### src/rtl/risc_boot_pkg.sv
// Shared types and constants for the RISC boot/run controller.
// Optional breakpoint support is enabled with BOOT_BREAKPOINT_EN.
package risc_boot_pkg;

    localparam int DEF_ADDR_W  = 10;
    localparam int DEF_DATA_W  = 32;
    localparam int DEF_CNT_W   = 32;
    localparam int DEF_TIMEOUT = 2000;

    // Opcode of the core's HLT instruction.
    localparam logic [5:0] HLT_OP = 6'h3f;

    typedef enum logic [2:0] {
        IDLE,
        LOAD,
        RUN,
        DONE,
        TMO,
        BRK
    } state_t;

endpackage

### src/rtl/risc_boot_cnt.sv
// Saturating cycle counter with enable, clear and terminal compare.
// term flags cnt == TERM-1; TERM of 0 never flags.
module risc_boot_cnt #(
    parameter int W    = 32,
    parameter int TERM = 0
) (
    input  logic         clk,
    input  logic         rst,
    input  logic         clr,
    input  logic         en,
    output logic [W-1:0] cnt,
    output logic         term
);

    // Count enabled cycles, stick at all-ones, clear on request.
    always_ff @(posedge clk or posedge rst) begin
        if (rst) begin
            cnt <= '0;
        end else if (clr) begin
            cnt <= '0;
        end else if (en && (cnt != '1)) begin
            cnt <= cnt + 1'b1;
        end
    end

    assign term = (TERM != 0) && (cnt == W'(TERM - 1));

endmodule

### src/rtl/risc_boot_ctrl.sv
// Boot and run controller: streams a program into imem, runs the core,
// reports HLT/timeout/overflow. BOOT_BREAKPOINT_EN adds a PC breakpoint.
module risc_boot_ctrl
    import risc_boot_pkg::*;
#(
    parameter int ADDR_W  = DEF_ADDR_W,
    parameter int DATA_W  = DEF_DATA_W,
    parameter int CNT_W   = DEF_CNT_W,
    parameter int TIMEOUT = DEF_TIMEOUT
) (
    input  logic              clk1,
    input  logic              rst,
    input  logic              start,
    input  logic              ld_valid,
    output logic              ld_ready,
    input  logic [DATA_W-1:0] ld_data,
    input  logic              ld_last,
    output logic              imem_we,
    output logic [ADDR_W-1:0] imem_addr,
    output logic [DATA_W-1:0] imem_wdata,
    output logic              core_run,
    input  logic              core_halted,
    output logic              done,
    output logic              timeout,
    output logic              overflow,
    output logic [CNT_W-1:0]  cycle_count,
    output logic [ADDR_W:0]   word_count
`ifdef BOOT_BREAKPOINT_EN
    ,
    input  logic              bp_en,
    input  logic [ADDR_W-1:0] bp_addr,
    input  logic [ADDR_W-1:0] core_pc,
    output logic              bp_hit
`endif
);

    state_t            state;
    logic [ADDR_W-1:0] addr;
    logic              xfer;
    logic              restart;
    logic              run_en;
    logic              at_end;
    logic              term;
    logic              bp_trig;

    assign xfer    = ld_valid && ld_ready;
    assign at_end  = (addr == '1);
    assign run_en  = (state == RUN) && !core_halted;
    assign restart = start &&
                     ((state == IDLE) || (state == DONE) || (state == TMO));

`ifdef BOOT_BREAKPOINT_EN
    assign bp_trig = bp_en && (core_pc == bp_addr);
`else
    assign bp_trig = 1'b0;
`endif

    risc_boot_cnt #(
        .W    (CNT_W),
        .TERM (TIMEOUT)
    ) u_cnt (
        .clk  (clk1),
        .rst  (rst),
        .clr  (restart),
        .en   (run_en),
        .cnt  (cycle_count),
        .term (term)
    );

    // Session FSM; every output is registered alongside the state.
    always_ff @(posedge clk1 or posedge rst) begin
        if (rst) begin
            state      <= IDLE;
            addr       <= '0;
            ld_ready   <= 1'b0;
            imem_we    <= 1'b0;
            imem_addr  <= '0;
            imem_wdata <= '0;
            core_run   <= 1'b0;
            done       <= 1'b0;
            timeout    <= 1'b0;
            overflow   <= 1'b0;
            word_count <= '0;
`ifdef BOOT_BREAKPOINT_EN
            bp_hit     <= 1'b0;
`endif
        end else begin
            imem_we <= xfer;
            if (xfer) begin
                imem_addr  <= addr;
                imem_wdata <= ld_data;
            end
            unique case (state)
                IDLE, DONE, TMO: begin
                    if (start) begin
                        state      <= LOAD;
                        ld_ready   <= 1'b1;
                        addr       <= '0;
                        word_count <= '0;
                        done       <= 1'b0;
                        timeout    <= 1'b0;
                        overflow   <= 1'b0;
                    end
                end
                LOAD: begin
                    if (xfer) begin
                        word_count <= word_count + 1'b1;
                        if (!at_end) begin
                            addr <= addr + 1'b1;
                        end
                        if (ld_last) begin
                            state    <= RUN;
                            ld_ready <= 1'b0;
                            core_run <= 1'b1;
                        end else if (at_end) begin
                            state    <= TMO;
                            ld_ready <= 1'b0;
                            overflow <= 1'b1;
                        end
                    end
                end
                RUN: begin
                    if (core_halted) begin
                        state    <= DONE;
                        core_run <= 1'b0;
                        done     <= 1'b1;
                    end else if (bp_trig) begin
`ifdef BOOT_BREAKPOINT_EN
                        state    <= BRK;
                        core_run <= 1'b0;
                        bp_hit   <= 1'b1;
`endif
                    end else if (term) begin
                        state    <= TMO;
                        core_run <= 1'b0;
                        timeout  <= 1'b1;
                    end
                end
`ifdef BOOT_BREAKPOINT_EN
                BRK: begin
                    if (start) begin
                        state    <= RUN;
                        core_run <= 1'b1;
                        bp_hit   <= 1'b0;
                    end
                end
`endif
                default: begin
                    state    <= IDLE;
                    ld_ready <= 1'b0;
                    core_run <= 1'b0;
                end
            endcase
        end
    end

endmodule

### config.mk
export PLATFORM = sky130hd
export DESIGN_NAME = risc_boot_ctrl
export DESIGN_NICKNAME = d
export VERILOG_FILES = /design/src/rtl/risc_boot_pkg.sv /design/src/rtl/risc_boot_cnt.sv /design/src/rtl/risc_boot_ctrl.sv
export SDC_FILE = /design/constraint.sdc
export NUM_CORES = 1
export LEC_CHECK = 0
export BUFFER_PORTS_ARGS = -buffer_cell sky130_fd_sc_hd__buf_2
export CORE_MARGIN = 8
export CORE_UTILIZATION = 35
export CTS_BUF_LIST = sky130_fd_sc_hd__clkbuf_2 sky130_fd_sc_hd__clkbuf_4 sky130_fd_sc_hd__clkbuf_8
export CTS_CLUSTER_DIAMETER = 100
export DETAILED_ROUTE_END_ITERATION = 7
export PLACE_DENSITY_LB_ADDON = 0.08
export SYNTH_ARGS = -nofsm -noshare
export SYNTH_HDL_FRONTEND = slang
export SYNTH_SLANG_ARGS = --single-unit
### constraint.sdc
create_clock -name clk1 -period 9.2 [get_ports clk1]
set_input_delay 0.92 -clock clk1 [delete_from_list [all_inputs] [get_ports clk1]]
set_output_delay 0.92 -clock clk1 [all_outputs]
set_load 0.05 [all_outputs]
; Yosys cells after proc, flatten, opt, wreduce, memory -nomap -nowiden
; Index checks and enable logic that the tools add are counted.
[classes]
addsub = 3
n_mul = 0
div = 0
magnitude_cmp = 0
eq_ne = 18
shifts = 0
mux = 36
bitwise_logic = 2
reduce_logical = 20
[op_table]
columns = cell, n
row1 = $mux W32, 2
row2 = $add A32 B1 Y32 const B, 1
row3 = $eq A32 B11 Y1 const B, 1
row4 = $ne A32 B32 Y1 const B, 1
row5 = $mux W10, 3
row6 = $mux W11, 2
row7 = $pmux W11 S2, 1
row8 = $pmux W10 S2, 1
row9 = $reduce_and A4 Y1, 5
row10 = $mux W3, 6
row11 = $ne A2 B2 Y1 const B, 9
row12 = $mux W1, 15
row13 = $add A11 B1 Y11 const B, 1
row14 = $add A10 B1 Y10 const B, 1
row15 = $eq A10 B10 Y1 const B, 1
row16 = $pmux W3 S3, 1
row17 = $eq A3 B2 Y1 const B, 2
row18 = $ne A3 B3 Y1 const B, 2
row19 = $pmux W1 S2, 3
row20 = $pmux W1 S3, 2
row21 = $reduce_and A3 Y1, 2
row22 = $reduce_bool A2 Y1, 3
row23 = $reduce_and A5 Y1, 1
row24 = $logic_and A1 B1 Y1, 4
row25 = other kinds (7), 9
[totals]
register_bits = 104
latch_bits = 0
ramBits = 0
romBits = 0
input_bits = 38
n_memories = 0

; Depth between registers and ports, before layout
[logic_depth]
word_depth = 5
depth_mapped = 8
depth_no_buf = 6

; Cells and area by module
; From an unflattened synthesis, not the netlist that was laid out.
[hier_totals]
cells_unflattened = 553
area_unflattened_um2 = 5123.7
[by_module_without_submodules]
columns = mod, instances, cells_each, area_each_um2, seq_area_each_um2
row1 = risc_boot_ctrl, 1, 357, 3293.2, 1801.7
row2 = risc_boot_cnt, 1, 196, 1830.5, 800.8

; Least setup slack after synthesis
; No wires, ideal clock.
[synth_timing]
path_type = input to register
startpoint = in core_halted
endpoint = reg u_cnt.cnt[30]
setup_time_ns = 0.067
arrival_ns = 2.987
t_required_ns = 9.133
slack_ns = 6.146
cell_stages = 6
n_path_buf = 1
path_cell_list = or4b_4 > or4_1 > or4_1 > clkbuf_2 > or4_1 > nand2_1
[synth_via]
elab_chain_cells = 4
[synth_rtl]
columns = item, line_no
row1 = from (decl), risc_boot_ctrl.sv:22  ; input logic core_halted,
row2 = $logic_not A1 Y1, risc_boot_ctrl.sv:48  ; assign run_en = (state == RUN) && !core_halted;
row3 = $logic_and A1 B1 Y1, risc_boot_ctrl.sv:48
row4 = $logic_and A1 B1 Y1, risc_boot_cnt.sv:21  ; end else if (en && (cnt != '1)) begin
row5 = $reduce_bool A2 Y1 (no source line), --
row6 = to (signal assigned), risc_boot_cnt.sv:22  ; cnt <= cnt + 1'b1;
row7 = to (decl), risc_boot_cnt.sv:11  ; output logic [W-1:0] cnt,
; Every way passes these cells.
; A chain may end at the register's enable or synchronous reset.

; Final worst setup path
; Ends and elaborated chain as after synthesis.

==> summary.md <==
| Metric | Value |
|---|---|
| Drt initial violations | approximately 280 |
| Critical path cell sequence | buf_2 -> or4b_4 -> or4_1 -> or4_1 -> or4_1 -> nand2_1 |
| Crit path buf inv count | 1 |
| Critical Path End | u_cnt.cnt[30] |
| Pin count of the biggest net entering global routing | 70 |
| Total congestion overflow | 0 |
| Vias in the first global route | 4133 |
| Die area | ~18000 um^2 |
| Clk slew on worst S/H paths | roughly 0.11 ns |
| Top sig layer | met4 |
| Met2 wire len | 6500 um |
| DPL Wire Length | about 9500 um |
| Reg2reg path depth | 5 |
| Synth Instances | 460 |
| 1st-pass router iterations | 5 |
| Startpoint type of the worst setup path | input pin |
| Area contributors post-synth | dfrtp_1 (53%), mux2_2 (9.8%), o21ai_0 (3.3%) |
| RR Endpoint | u_cnt.cnt[30] |
| H-tree levels | 3 |
| Worst path most repeated cell | or4_1 |
| Stages on worst setup path | 6 |
| Slowest CP cell | or4_1 |
| Area share of the largest cell type after synthesis | 0.528 |
| Clk_skew | around 0.010 ns |
| Worst reg2reg setup slack | roughly 6.3 ns |
| Avg Synthesized Cell Area | 10.7 um^2 |
| Port bufs | between 100 and 150 |
| Synth Cell Area | between 4000 and 5000 um^2 |
| Fmax | roughly 340 MHz |
| Via-to-Cell Ratio | 5.34 |
| Fin area | between 5000 and 6000 um^2 |
| CTS tree | built |
| Lkg Pwr | 2.79 nW |
| Run status | complete, no violations |
| Worst slack, placed | between 5 and 6 ns |
| Final wirelength | 13300 um |
| DR WL met3 | roughly 730 um |
| Crit path DAT | around 3.3 ns |
| Unrepaired setup endpoints after global routing | false |
| Antenna violations before repair | 0 |
| Nets | between 600 and 700 |
| Chip Width | about 130 um |
| Worst skew pair latency | between 0.3 and 0.4 ns |
| Die H | ~130 um |
| Setup TNS | 0 ns |
| Antenna Nets Post-Route | 0 |
| CP max stage delay | between 0.5 and 0.6 ns |
| Post-synth top flop | dfrtp_1 |
| DP Area | 5770 um^2 |
| # hold bufs at CTS | 0 |
| Row count | 43 |
| Yosys warns | 0 |
| CP Max Fanout | 7 |
| MaxCap Viol Count | 0 |
| Hold WS | roughly 0.50 ns |
| Maximum vdd ir drop | between 150 and 200 uV |
| Met1 WL | approximately 6000 um |
| Gr usage total | 0.149 |
| Multi-input logic area | between 2000 and 2500 um^2 |
| Start point of the critical path | core_halted |
| Synth Register Bits | 104 |
| Seq/Total Area, Yosys | 0.528 |
| Final Util | 0.431 |
| FF+latch area | approximately 2600 um^2 |
| Global placer's final weighted congestion | roughly 0.84 |
| Finish-stage setup viols | 0 |
| Share of layout cells above drive strength 1 | 0.340 |
| Clk sinks | around 100 |
| I/O pin count | 129 |
| Area grow syn2layout | 20.9% |
| Cts bufs inserted | 9 |
| Maximum clock path buffer count | 2 |
| Global-route wire length before repair | 21900 um |
| Worst hold path class | reg2reg |
| Minimum clock period | roughly 2.9 ns |
| Async SR Flop Fraction | 1.00 |
| Final setup margin | 6.28 ns |
| Setup CP Type | in2reg |
| Pwr dens | 277 nW/um^2 |
| Clk root buf | clkbuf_8 |
| Total number of vias | between 4000 and 5000 |
| Antenna Cells | 0 |
| Post-route DRC | 0 |
| Hold Fails Final Rpt | 0 |
| Cell variety after synth | 50 |
| CP delay by family, top | simple AND/OR/NAND/NOR gates |
| Net count after synthesis | 501 |
| Initial core utilization | 0.356 |
| Postcts setup bufs | 0 |
| Period Utilization, post-route | 0.318 |
| WL per Instance | approximately 17 um |
| CP endpoint kind | flip-flop |
| Slew @ Worst Pin | between 0.8 and 0.9 ns |
| Slew Limit Fails | 0 |
| Worst r2r src | state[0] |
| Core Area | 13800 um^2 |
| Required time worst endpoint | ~9.5 ns |
| Post-CTS resize count | 0 |
| FILL cells | approximately 1300 |
| EDFF count, synth | 0 |
| Relative slew margins | 0.403 |
| Yosys top cell by area | dfrtp_1 |
==> sequential cells by signal, indices dropped and copies added (netlist names) <==
register and count:
u_cnt.cnt 32, imem_addr 10, timeout 1, addr 10
state 3, core_run 1, ld_ready 1, imem_we 1
word_count 11, done 1, imem_wdata 32, overflow 1
==> worst reg2reg max path: stages (launching register included) <==
cell and delay, ns:
dfrtp_1 0.54, or4b_4 0.63, or4_1 0.54, or4_1 0.54
or4_1 0.51, nand2_1 0.08
==> final cells by class <==
type                       count  share of cell area
clock buffer                  10              0.0231
sequential                   104               0.437
timing repair buffer         135               0.116
tap                          180              0.0378
multi-input combinational    323               0.370
inverter                      11             0.00735
clock inverter                 6             0.00819
==> cell usage after synthesis (3+ instances only) <==
library cell,n
ha_1,3
nor2_1,35
nor4_1,9
and3_1,5
o31ai_1,8
o21ai_0,32
a21oi_1,17
o211ai_1,5
or4_1,11
a211oi_1,3
clkbuf_1,19
nand2_1,32
xor2_1,14
xnor2_1,3
mux2_2,43
dfrtp_1,104
nor3_1,7
inv_1,10
nand3_1,12
and4_1,5
nand4_1,17
a31oi_1,4
o2111ai_1,9
or3_1,8
and2_1,6
mux2i_1,5
==> placed cells by master (no fill, tap or decap), drive strengths merged, types with 10 or more instances in the layout <==
| master | count |
|---|---|
| a21oi | 17 |
| buf | 135 |
| clkbuf | 10 |
| dfrtp | 104 |
| inv | 13 |
| mux2 | 43 |
| nand2 | 32 |
| nand3 | 12 |
| nand4 | 17 |
| nor2 | 35 |
| o21ai | 32 |
| or4 | 11 |
| xor2 | 14 |
==> power by group <==
group,total [mW],internal (mW),switching [mW]
registers,0.635,0.556,0.0789
clock network,0.279,0.109,0.170
logic,0.733,0.201,0.532
total,1.65,0.866,0.781
==> kinds of logic after synthesis <==
family,Yosys count,synth area share
fa+ha+maj,3,0.00762
flops,104,0.528
mux,48,0.108
xor+xnor,17,0.0302
compound gates,96,0.126
buf+inv,33,0.0254
simple gates,159,0.173
==> through the flow <==
| stage | total power [mW] | std cells |
|---|---|---|
| after detailed placement | 1.39 | 753 |
| after floorplan | 1.20 | 460 |
| after global placement | 1.38 | 753 |
| after global routing | 1.75 | 769 |
| after CTS | 1.67 | 769 |
| final | 1.65 | 769 |
==> worst min-delay path by stage <==
| stage | startpoint | end | depth (start not counted) |
|---|---|---|---|
| finish | imem_addr[9] | imem_addr[9] | 2 |
| global placement | addr[9] | addr[9] | 1 |
| global route | imem_addr[1] | imem_addr[1] | 1 |
| CTS | addr[9] | addr[9] | 1 |
| floorplan | addr[9] | addr[9] | 1 |
| detailed placement | imem_addr[9] | imem_addr[9] | 2 |
==> per-layer routing <==
layer | global-route usage | up-vias
met2 | 0.244 | 107
met3 | 0.0338 | 13
met1 | 0.187 | 2028
li1 | - | 1960
met5 | 0 | -
met4 | 0.0555 | 0
Note: power is estimated with default switching activity, not from simulation.
